==> config.mk <==
export PLATFORM = sky130hd
export DESIGN_NAME = programmable_clock_divider_bank
export DESIGN_NICKNAME = d
export VERILOG_FILES = /design/src/rtl/programmable_clock_divider_bank.sv
export SDC_FILE = /design/constraint.sdc
export NUM_CORES = 1
export LEC_CHECK = 0
export ABC_CLOCK_PERIOD_IN_PS = 10000
export CAP_MARGIN = 10
export CORE_ASPECT_RATIO = 1.25
export CORE_MARGIN = 2
export CORE_UTILIZATION = 60
export CTS_CLUSTER_SIZE = 25
export DETAILED_ROUTE_END_ITERATION = 10
export PLACE_DENSITY = 0.77
export SLEW_MARGIN = 0
export SYNTH_ARGS = -nofsm -noshare
export SYNTH_HDL_FRONTEND = slang
export SYNTH_SLANG_ARGS = --single-unit
==> constraint.sdc <==
create_clock -name clock -period 10 [get_ports clock]
set_input_delay 1.5 -clock clock [delete_from_list [all_inputs] [get_ports clock]]
set_output_delay 1.5 -clock clock [all_outputs]
set_load 0.01 [all_outputs]
==> src/rtl/programmable_clock_divider_bank.sv <==
`default_nettype none
// ============================================================================
//  Module      : programmable_clock_divider_bank
//  Description : NUM_CHANNELS independent divided-clock generators driven by a
//                single fabric clock. Each channel takes a runtime divisor
//                through a valid/ready config port. Divisor changes are held
//                in a shadow register and applied only at a period boundary,
//                so the outputs never glitch. A global sync_start realigns all
//                running channels to the start of a period.
//  Revision    : 1.0 - initial release
// ============================================================================
module programmable_clock_divider_bank #(
  parameter int NUM_CHANNELS = 5,
  parameter int DIV_WIDTH    = 16,
  localparam int CH_WIDTH    = (NUM_CHANNELS > 1) ? $clog2(NUM_CHANNELS) : 1
) (
  input  logic                    clock,
  input  logic                    reset,
  input  logic                    cfg_valid,
  output logic                    cfg_ready,
  input  logic [CH_WIDTH-1:0]     cfg_channel,
  input  logic [DIV_WIDTH-1:0]    cfg_divisor,
  input  logic                    cfg_enable,
  input  logic                    sync_start,
  output logic [NUM_CHANNELS-1:0] div_out,
  output logic [NUM_CHANNELS-1:0] active,
  output logic [NUM_CHANNELS-1:0] period_tick
);

  // Channel state encoding
  localparam logic [1:0] c_st_idle    = 2'd0;
  localparam logic [1:0] c_st_run     = 2'd1;
  localparam logic [1:0] c_st_pending = 2'd2;

  // Smallest legal divisor and a width-matched increment
  localparam logic [DIV_WIDTH-1:0] c_min_div = DIV_WIDTH'(2);
  localparam logic [DIV_WIDTH-1:0] c_one     = DIV_WIDTH'(1);

  // Channel count extended by one bit so that 2**CH_WIDTH channels still fits
  localparam logic [CH_WIDTH:0] c_num_ch = NUM_CHANNELS[CH_WIDTH:0];

  // Pending flags padded to every encodable channel index
  localparam int c_ch_slots = 1 << CH_WIDTH;

  logic [NUM_CHANNELS-1:0]   w_pending;
  logic [c_ch_slots-1:0]     w_pending_slots;
  logic                      w_in_range;
  logic                      w_ready;
  logic [DIV_WIDTH-1:0]      w_eff_div;

  // Pad the pending vector so an out-of-range index reads a defined zero
  always_comb begin
    w_pending_slots                 = '0;
    w_pending_slots[NUM_CHANNELS-1:0] = w_pending;
  end

  assign w_in_range = ({1'b0, cfg_channel} < c_num_ch);
  assign w_ready    = !reset && !sync_start && w_in_range && !w_pending_slots[cfg_channel];
  assign cfg_ready  = w_ready;

  // Divisors of 0 and 1 behave as 2
  assign w_eff_div = (cfg_divisor < c_min_div) ? c_min_div : cfg_divisor;

  for (genvar k = 0; k < NUM_CHANNELS; k++) begin : g_ch
    logic [1:0]           r_state;
    logic [1:0]           w_state_nxt;
    logic [DIV_WIDTH-1:0] r_count;
    logic [DIV_WIDTH-1:0] w_count_nxt;
    logic [DIV_WIDTH-1:0] r_div;
    logic [DIV_WIDTH-1:0] w_div_nxt;
    logic [DIV_WIDTH-1:0] r_shadow_div;
    logic [DIV_WIDTH-1:0] w_shadow_div_nxt;
    logic                 r_shadow_en;
    logic                 w_shadow_en_nxt;
    logic                 r_out;
    logic                 r_tick;
    logic                 w_out_nxt;
    logic                 w_tick_nxt;
    logic                 w_xfer;
    logic                 w_wrap;
    logic                 w_running_nxt;
    logic [DIV_WIDTH-1:0] w_half_nxt;

    assign w_xfer = cfg_valid && w_ready && (cfg_channel == CH_WIDTH'(k));
    assign w_wrap = (r_count == (r_div - c_one));

    // State and datapath registers, cleared immediately by reset
    always_ff @(posedge clock or posedge reset) begin
      if (reset) begin
        r_state      <= c_st_idle;
        r_count      <= '0;
        r_div        <= c_min_div;
        r_shadow_div <= c_min_div;
        r_shadow_en  <= 1'b0;
        r_out        <= 1'b0;
        r_tick       <= 1'b0;
      end else begin
        r_state      <= w_state_nxt;
        r_count      <= w_count_nxt;
        r_div        <= w_div_nxt;
        r_shadow_div <= w_shadow_div_nxt;
        r_shadow_en  <= w_shadow_en_nxt;
        r_out        <= w_out_nxt;
        r_tick       <= w_tick_nxt;
      end
    end

    // Next state: start from IDLE, wrap or restart at boundaries/sync, and
    // park new configs in the shadow until the next boundary
    always_comb begin
      w_state_nxt      = r_state;
      w_count_nxt      = r_count;
      w_div_nxt        = r_div;
      w_shadow_div_nxt = r_shadow_div;
      w_shadow_en_nxt  = r_shadow_en;
      case (r_state)
        c_st_idle: begin
          w_count_nxt = '0;
          if (w_xfer && cfg_enable) begin
            w_state_nxt = c_st_run;
            w_div_nxt   = w_eff_div;
          end
        end
        c_st_run, c_st_pending: begin
          if (sync_start || w_wrap) begin
            w_count_nxt = '0;
            if (r_state == c_st_pending) begin
              if (r_shadow_en) begin
                w_div_nxt   = r_shadow_div;
                w_state_nxt = c_st_run;
              end else begin
                w_state_nxt = c_st_idle;
              end
            end
          end else begin
            w_count_nxt = r_count + c_one;
          end
          // A transfer only reaches a RUN channel (pending blocks ready,
          // sync blocks ready), so the boundary above used the old config
          if (w_xfer) begin
            w_shadow_div_nxt = w_eff_div;
            w_shadow_en_nxt  = cfg_enable;
            w_state_nxt      = c_st_pending;
          end
        end
        default: begin
          w_state_nxt = c_st_idle;
          w_count_nxt = '0;
        end
      endcase
    end

    // Registered outputs derived from the upcoming count and divisor;
    // the high phase is ceil(D/2) so odd divisors favour high
    always_comb begin
      w_running_nxt = (w_state_nxt != c_st_idle);
      w_half_nxt    = (w_div_nxt >> 1) + {{(DIV_WIDTH-1){1'b0}}, w_div_nxt[0]};
      w_out_nxt     = w_running_nxt && (w_count_nxt < w_half_nxt);
      w_tick_nxt    = w_running_nxt && (w_count_nxt == '0);
    end

    assign div_out[k]     = r_out;
    assign period_tick[k] = r_tick;
    assign active[k]      = (r_state != c_st_idle);
    assign w_pending[k]   = (r_state == c_st_pending);
  end

endmodule
`default_nettype wire

==> metrics.md, run 1 <==
| Metric | Value |
|---|---|
| Most common cell after layout, fill and taps aside | dfrtp_1 |
| Critical path arrival | roughly 7.6 ns |
| First-pass GRT wire length | roughly 90000 um |
| Synthesized Nets | about 2.4k |
| CP max FO | 16 |
| Endpoint class of the critical path | register |
| Clock transition at the registers of the reported paths | 0.07 ns |
| Total iterations of the first detailed-routing run | 8 |
| Clock Skew | 0.0328 ns |
| Clock tree sinks | ~270 |
| Leading register cell type out of synthesis | dfrtp_1 |
| Core area | 32700 um2 |
| Initial drt markers | around 1.5k |
| # resized after CTS | 0 |
| Rows | 74 |
| Area after DPL | between 20000 and 25000 um2 |
| Fmax | between 0.1 and 0.15 GHz |
| Routed wire length | roughly 57000 um |
| Post-CTS Hold Fix Bufs | 0 |
| Leakage | slightly above 9 nW |
| CP startpoint kind | primary input |
| Die height | 208 um |
| Worst reg2reg endpoint | g_ch[3].r_out$_DFF_PP0_ |
| Max-slew violation count | 0 |
| Power per cell area | 231 nW/um2 |
| Max Root-Sink Buffers | 3 |
| Avg WL per Cell | between 20 and 25 um |
| Avg Inst Size Synth | 8.73 um2 |
| WS Path Type | in -> reg |
| P&R area growth vs syn | 7.31% |
| Sum of negative setup slack | 0 ns |
| Critical Path RT | between 10 and 15 ns |
| Sequential area share after synthesis | 0.334 |
| Largest net degree at the start of global routing | roughly 130 |
| Clock Root Buffer | clkbuf_16 |
| Final non-filler cell area | between 20000 and 25000 um2 |
| Initial antenna violation count | 0 |
| Fill count | 2693 |
| Commonest non-fill, non-tap cells in the layout | 255 x dfrtp_1, 193 x nand2_1, 165 x nor2_1 |
| Post-synth ARST share | 1.00 |
| Total track usage | 0.326 |
| Routability Congestion | around 0.93 |
| HPWL Detailed | 41700 um |
| CTS tree | done |
| Via-to-Cell Ratio | approximately 6.7 |
| Number of synthesized flops with an enable pin | 0 |
| DRC viols | 0 |
| Starting Density | 0.609 |
| Ys Warns | 0 |
| Die area | roughly 35000 um2 |
| Nets | between 2k and 2.5k |
| WHS Endpoint | g_ch[3].r_shadow_div[15]$_DFFE_PP0P_ |
| Post-route ant nets | 0 |
| Hold path startpoint | g_ch[3].r_shadow_div[15]$_DFFE_PP0P_ |
| Die width | ~170 um |
| H-tree levels | 1 |
| Worst reg2reg path startpoint | g_ch[3].r_div[0]$_DFF_PP0_ |
| Top delay family on crit path | simple AND/OR/NAND/NOR gates |
| # setup viols final | 0 |
| Largest stage delay, worst path | 0.77 ns |
| Synth Instances | around 2.3k |
| Max-Cap Viols | 0 |
| Vias | around 18k |
| Post-layout min period | between 7 and 8 ns |
| Slew of the pin with the lowest slew margin | around 1.1 ns |
| Synth cell types | 96 |
| HP Class | reg -> reg |
| Tcrit/Tclk final | 0.705 |
| Relative slew slack | 0.296 |
| Final global-route overflow total | 0 |
| R2R cell count | 30 |
| Synth top area cells | dfrtp_1 32%, ha_1 6.9%, xnor2_1 6.8% |
| Peak VDD IR | around 0.00016 V |
| RSZ-0062 raised after global routing | no |
| Post-CTS Setup Bufs | 0 |
| Hold depth | 2 |
| Final hold violation count | 0 |
| TritonCTS Buffers | 29 |
| FF-to-FF setup slack | 3.09 ns |
| Cell taking the most area after synthesis | dfrtp_1 |
| Layout cells sized above 1 | 0.0891 |
| # diodes | 0 |
| Mapped Area | about 20000 um2 |
| Vias in the first global route | roughly 18k |
| Crit path buf inv count | 2 |
| Critical path's slowest cell | nor3_2 |
| Synth top area share | 0.321 |
| Status | finished clean |
| Flops & latches, synth | approximately 270 |
| Num ports | 40 |
| Port bufs | 39 |
| Clk_lat worst skew | between 0.5 and 0.6 ns |
synth_stat cells, drive strengths merged (36+ instances only):
master	number
ha	110
buf	36
dfrtp	255
clkbuf	138
nor3	83
mux2	63
nor4	58
o21ai	82
nand3	85
nor2	167
inv	104
xnor2	155
xor2	87
a21oi	63
and3	39
nor2b	36
nand2	193
nand4	51
worst reg2reg max path, delay by kind of cell, from the launching register on:
family,cells,cell delay [ns]
adders and majority gates,4,1.09
DFF,1,0.49
xor gates and xnor gates,1,0.14
buffers and inverters,1,0.11
and+or+nand+nor,14,3.19
AOI/OAI and AO/OA,10,1.80
area by class of cell:
class                      instances  area [um2]  area share
clock inverter                    16         259      0.0121
inverter                         106         405      0.0190
clock buffer                      37         796      0.0373
tap                              418         523      0.0245
timing repair buffer              65         586      0.0274
sequential                       265        6640       0.311
multi-input combinational       1734       12100       0.569
cells by family after synthesis:
family	Yosys count	share of synthesized area
simple gates	857	0.228
flops	265	0.334
buf+inv	280	0.0559
fa+ha+maj	111	0.0697
compound gates	447	0.163
mux	77	0.0433
xor+xnor	242	0.106
per-stage QoR:
stage / hold WS (ns) / util / cells / total power, W / setup slack, ns
finish: 0.473 / 0.654 / 2641 / 0.00493 / 2.95
global route: 0.488 / 0.654 / 2641 / 0.00523 / 2.41
CTS: 0.475 / 0.654 / 2641 / 0.00491 / 3.03
detailed placement: 0.457 / 0.621 / 2588 / 0.00370 / 2.43
global placement: 0.453 / 0.621 / 2588 / 0.00364 / 2.54
floorplan: 0.438 / - / 2279 / 0.00314 / 1.22
worst max path at each step:
stage               depth (start not counted)                  startpoint  slack, ns                      endpoint
detailed placement                         27              cfg_channel[0]       2.43       g_ch[3].r_out$_DFF_PP0_
floorplan                                   1                       reset       1.22  g_ch[0].r_count[0]$_DFF_PP0_
finish                                     27              cfg_channel[0]       2.95       g_ch[3].r_out$_DFF_PP0_
CTS                                        27              cfg_channel[0]       3.03       g_ch[3].r_out$_DFF_PP0_
global placement                           27              cfg_channel[0]       2.54       g_ch[3].r_out$_DFF_PP0_
global route                               30  g_ch[3].r_div[0]$_DFF_PP0_       2.41       g_ch[3].r_out$_DFF_PP0_
sequential cells by signal, indices dropped and copies added (netlist names):
register,cells
g_ch.r_state,10
g_ch.r_out,5
g_ch.r_div,80
g_ch.r_shadow_en,5
g_ch.r_shadow_div,80
g_ch.r_count,80
g_ch.r_tick,5
per-layer routing:
metal  up-vias  GRT usage  share of wire
met3       225     0.0362          0.060
met2       726      0.549           0.48
met4         0      0.185          0.061
met1      8571      0.408           0.40
met5         -          0              0
li1       8096          -              -
power breakdown:
part	leakage (nW)	total, W	internal, W	switching (W)
sequential	3.58	0.00158	0.00128	0.000302
combinational	5.23	0.00215	0.000882	0.00127
clock	0.519	0.00120	0.000722	0.000475
total	9.33	0.00493	0.00289	0.00205
Note: power is estimated with default switching activity, not from simulation.
==> inputs of run 2 (changes only) <==
--- a/config.mk
+++ b/config.mk
@@ -5,7 +5,7 @@
 export SDC_FILE = /design/constraint.sdc
 export NUM_CORES = 1
 export LEC_CHECK = 0
-export ABC_CLOCK_PERIOD_IN_PS = 10000
+export ABC_CLOCK_PERIOD_IN_PS = 7000
 export CAP_MARGIN = 10
 export CORE_ASPECT_RATIO = 1.25
 export CORE_MARGIN = 2
==> constraint.sdc (replaced) <==
create_clock -name clock -period 7 [get_ports clock]
set_input_delay 1.05 -clock clock [delete_from_list [all_inputs] [get_ports clock]]
set_output_delay 1.05 -clock clock [all_outputs]
set_load 0.01 [all_outputs]
==> run 2 against run 1 <==
First-iteration DRC count increased by 44%. Via count decreased by 0.55%. Total power increased by 44%. Utilization increased by 0.49 points. Clock skew decreased by 0.017 ns. Critical path depth increased by 1. Largest power group unchanged.
==> metrics.md, run 2 (same netlist as run 1, synthesis figures left out) <==
| Metric | Value |
|---|---|
| First-pass GRT wire length | 89700 um (was 92300 um) |
| Post-CTS Setup Bufs | 0 (unchanged) |
| FF-to-FF setup slack | 0.62 ns (was 3.09 ns) |
| Worst reg2reg path startpoint | g_ch[4].r_div[9]$_DFF_PP0_ (was g_ch[3].r_div[0]$_DFF_PP0_) |
| Critical path's slowest cell | or4_1 (was nor3_2) |
| Fmax | between 0.15 and 0.2 GHz |
| Total iterations of the first detailed-routing run | 8 (unchanged) |
| WS Path Type | reg -> reg (was in -> reg) |
| Clock Root Buffer | clkbuf_16 (unchanged) |
| Die height | 208 um (unchanged) |
| Endpoint class of the critical path | register (unchanged) |
| Slew of the pin with the lowest slew margin | 1.03 ns (was 1.05 ns) |
| Num ports | 40 (unchanged) |
| Die area | 34700 um2 (unchanged) |
| Leakage | 9.41 nW (was 9.33 nW) |
| WHS Endpoint | g_ch[3].r_shadow_div[3]$_DFFE_PP0P_ (was g_ch[3].r_shadow_div[15]$_DFFE_PP0P_) |
| Vias | 17.5k (was 17.6k) |
| Routed wire length | 55800 um (was 57200 um) |
| Max-slew violation count | 0 (unchanged) |
| R2R cell count | 28 (was 30) |
| Worst reg2reg endpoint | g_ch[4].r_out$_DFF_PP0_ (was g_ch[3].r_out$_DFF_PP0_) |
| Relative slew slack | 0.309 (was 0.296) |
| H-tree levels | 1 (unchanged) |
| Avg WL per Cell | 21.0 um (was 21.7 um) |
| Critical path arrival | 6.85 ns (was 7.57 ns) |
| Vias in the first global route | 17.0k (was 17.6k) |
| Core area | 32700 um2 (unchanged) |
| Clock transition at the registers of the reported paths | 0.06 ns (was 0.07 ns) |
| Starting Density | 0.609 (unchanged) |
| Power, Total | 0.00711 W (was 0.00493 W) |
| Biggest regs | g_ch.r_count: 80 flops, g_ch.r_div: 80 flops, g_ch.r_shadow_div: 80 flops (unchanged) |
| P&R area growth vs syn | 8.12% (was 7.31%) |
| Clk_lat worst skew | 0.57 ns (was 0.59 ns) |
| Tcrit/Tclk final | 0.911 |
| Nets | 2348 (was 2335) |
| Initial antenna violation count | 1 (was 0) |
| Top delay family on crit path | simple AND/OR/NAND/NOR gates (unchanged) |
| Final global-route overflow total | 0 (unchanged) |
| Fill count | 2685 (was 2693) |
| Largest stage delay, worst path | 0.67 ns (was 0.77 ns) |
| Most common cell after layout, fill and taps aside | dfrtp_1 (unchanged) |
| Routability Congestion | 0.934 (was 0.926) |
| Post-layout min period | ~6.4 ns |
| Hold path startpoint | g_ch[3].r_shadow_div[3]$_DFFE_PP0P_ (was g_ch[3].r_shadow_div[15]$_DFFE_PP0P_) |
| Port bufs | 39 (unchanged) |
| Die width | 167 um (unchanged) |
| # setup viols final | 0 (unchanged) |
| DRC viols | 0 (unchanged) |
| TritonCTS Buffers | 28 (was 29) |
| CP max FO | 6 (was 16) |
| Crit path buf inv count | 1 (was 2) |
| HPWL Detailed | 40800 um (was 41700 um) |
| CP startpoint kind | register (was primary input) |
| RSZ-0062 raised after global routing | no (unchanged) |
| Initial drt markers | 2130 (was 1484) |
| Power per cell area | 331 nW/um2 (was 231 nW/um2) |
| Hold WS | 0.477 ns (was 0.473 ns) |
| HP Class | reg -> reg (unchanged) |
| Total track usage | 0.317 (was 0.326) |
| Hold depth | 2 (unchanged) |
| Status | finished clean (unchanged) |
| CTS tree | done (unchanged) |
| Max-Cap Viols | 0 (unchanged) |
| Layout cells sized above 1 | 0.0939 (was 0.0891) |
| Crit path top cell by count | o21ai_0 |
| Peak VDD IR | 0.000210 V (was 0.000157 V) |
| Sum of negative setup slack | 0 ns (unchanged) |
| Max Root-Sink Buffers | 3 (unchanged) |
| Post-route ant nets | 0 (unchanged) |
| Critical Path RT | 7.47 ns (was 10.52 ns) |
| Rows | 74 (unchanged) |
| # resized after CTS | 0 (unchanged) |
| Final hold violation count | 0 (unchanged) |
| Via-to-Cell Ratio | 6.60 (was 6.67) |
| Clock tree sinks | 265 (unchanged) |
| Clock Skew | 0.0155 ns (was 0.0328 ns) |
| Commonest non-fill, non-tap cells in the layout | 255 x dfrtp_1, 193 x nand2_1, 165 x nor2_1 (unchanged) |
| Post-CTS Hold Fix Bufs | 0 (unchanged) |
| Largest net degree at the start of global routing | 132 (unchanged) |
==> run 2: changes by cell type in the layout (fill, tap and decap cells not counted), sizes merged <==
cell / delta
buf: +14
clkinv: -1
diode: +1
clkbuf: +3
bufinv: +2
inv: -5
==> run 2: layout make-up <==
class                           instances  area [um2]  area share
Multi-Input combinational cell       1734       12100       0.564
Sequential cell                       265        6640       0.309
Clock buffer                           40         827      0.0384
Timing Repair Buffer                   79         716      0.0333
Tap cell                              418         523      0.0243
Inverter                              106         402      0.0187
Clock inverter                         12         260      0.0121
Antenna cell                            1        2.50    0.000116
==> run 2: routing by layer <==
| metal | global-route usage | vias to the layer above | share of wire |
|---|---|---|---|
| met3 | 0.0414 | 177 | 0.074 |
| met2 | 0.512 | 740 | 0.46 |
| met1 | 0.420 | 8463 | 0.41 |
| met5 | 0 | - | 0 |
| met4 | 0.158 | 0 | 0.053 |
| li1 | - | 8141 | - |
==> run 2: worst max-delay path by stage <==
stage	startpoint	cells past startpoint	slack (ns)	end
after floorplan	g_ch[3].r_div[0]$_DFF_PP0_	34	1.07	g_ch[3].r_out$_DFF_PP0_
after global placement	cfg_channel[1]	22	0.58	g_ch[4].r_out$_DFF_PP0_
after detailed placement	cfg_channel[1]	22	0.44	g_ch[4].r_out$_DFF_PP0_
after CTS	g_ch[4].r_div[9]$_DFF_PP0_	25	0.65	g_ch[4].r_out$_DFF_PP0_
after global routing	g_ch[4].r_div[9]$_DFF_PP0_	28	0.03	g_ch[4].r_out$_DFF_PP0_
final	g_ch[4].r_div[9]$_DFF_PP0_	28	0.62	g_ch[4].r_out$_DFF_PP0_
==> run 2: worst register-to-register path, delay by kind of cell (launching register included) <==
| family | cells | cell delay (ns) |
|---|---|---|
| and+or+nand+nor | 13 | 3.20 |
| AOI/OAI and AO/OA | 11 | 1.86 |
| adders and majority gates | 2 | 0.47 |
| DFF | 1 | 0.44 |
| xor gates and xnor gates | 1 | 0.23 |
| buffers and inverters | 1 | 0.11 |
==> run 2: where the power goes <==
part / switching [W] / total [W] / internal (W)
Clock: 0.000654 / 0.00177 / 0.00111
Combinational: 0.00182 / 0.00309 / 0.00128
Sequential: 0.000424 / 0.00226 / 0.00183
==> run 2: per-stage QoR <==
stage          cell area (um2)  instances  setup WS, ns  utilization
2_1_floorplan            19900       2279          1.07            -
3_3_place_gp             20400       2602         0.581        0.625
3_5_place_dp             20400       2602         0.439        0.625
4_1_cts                  21500       2654         0.653        0.658
5_1_grt                  21500       2654        0.0254        0.658
6_report                 21500       2655         0.622        0.658
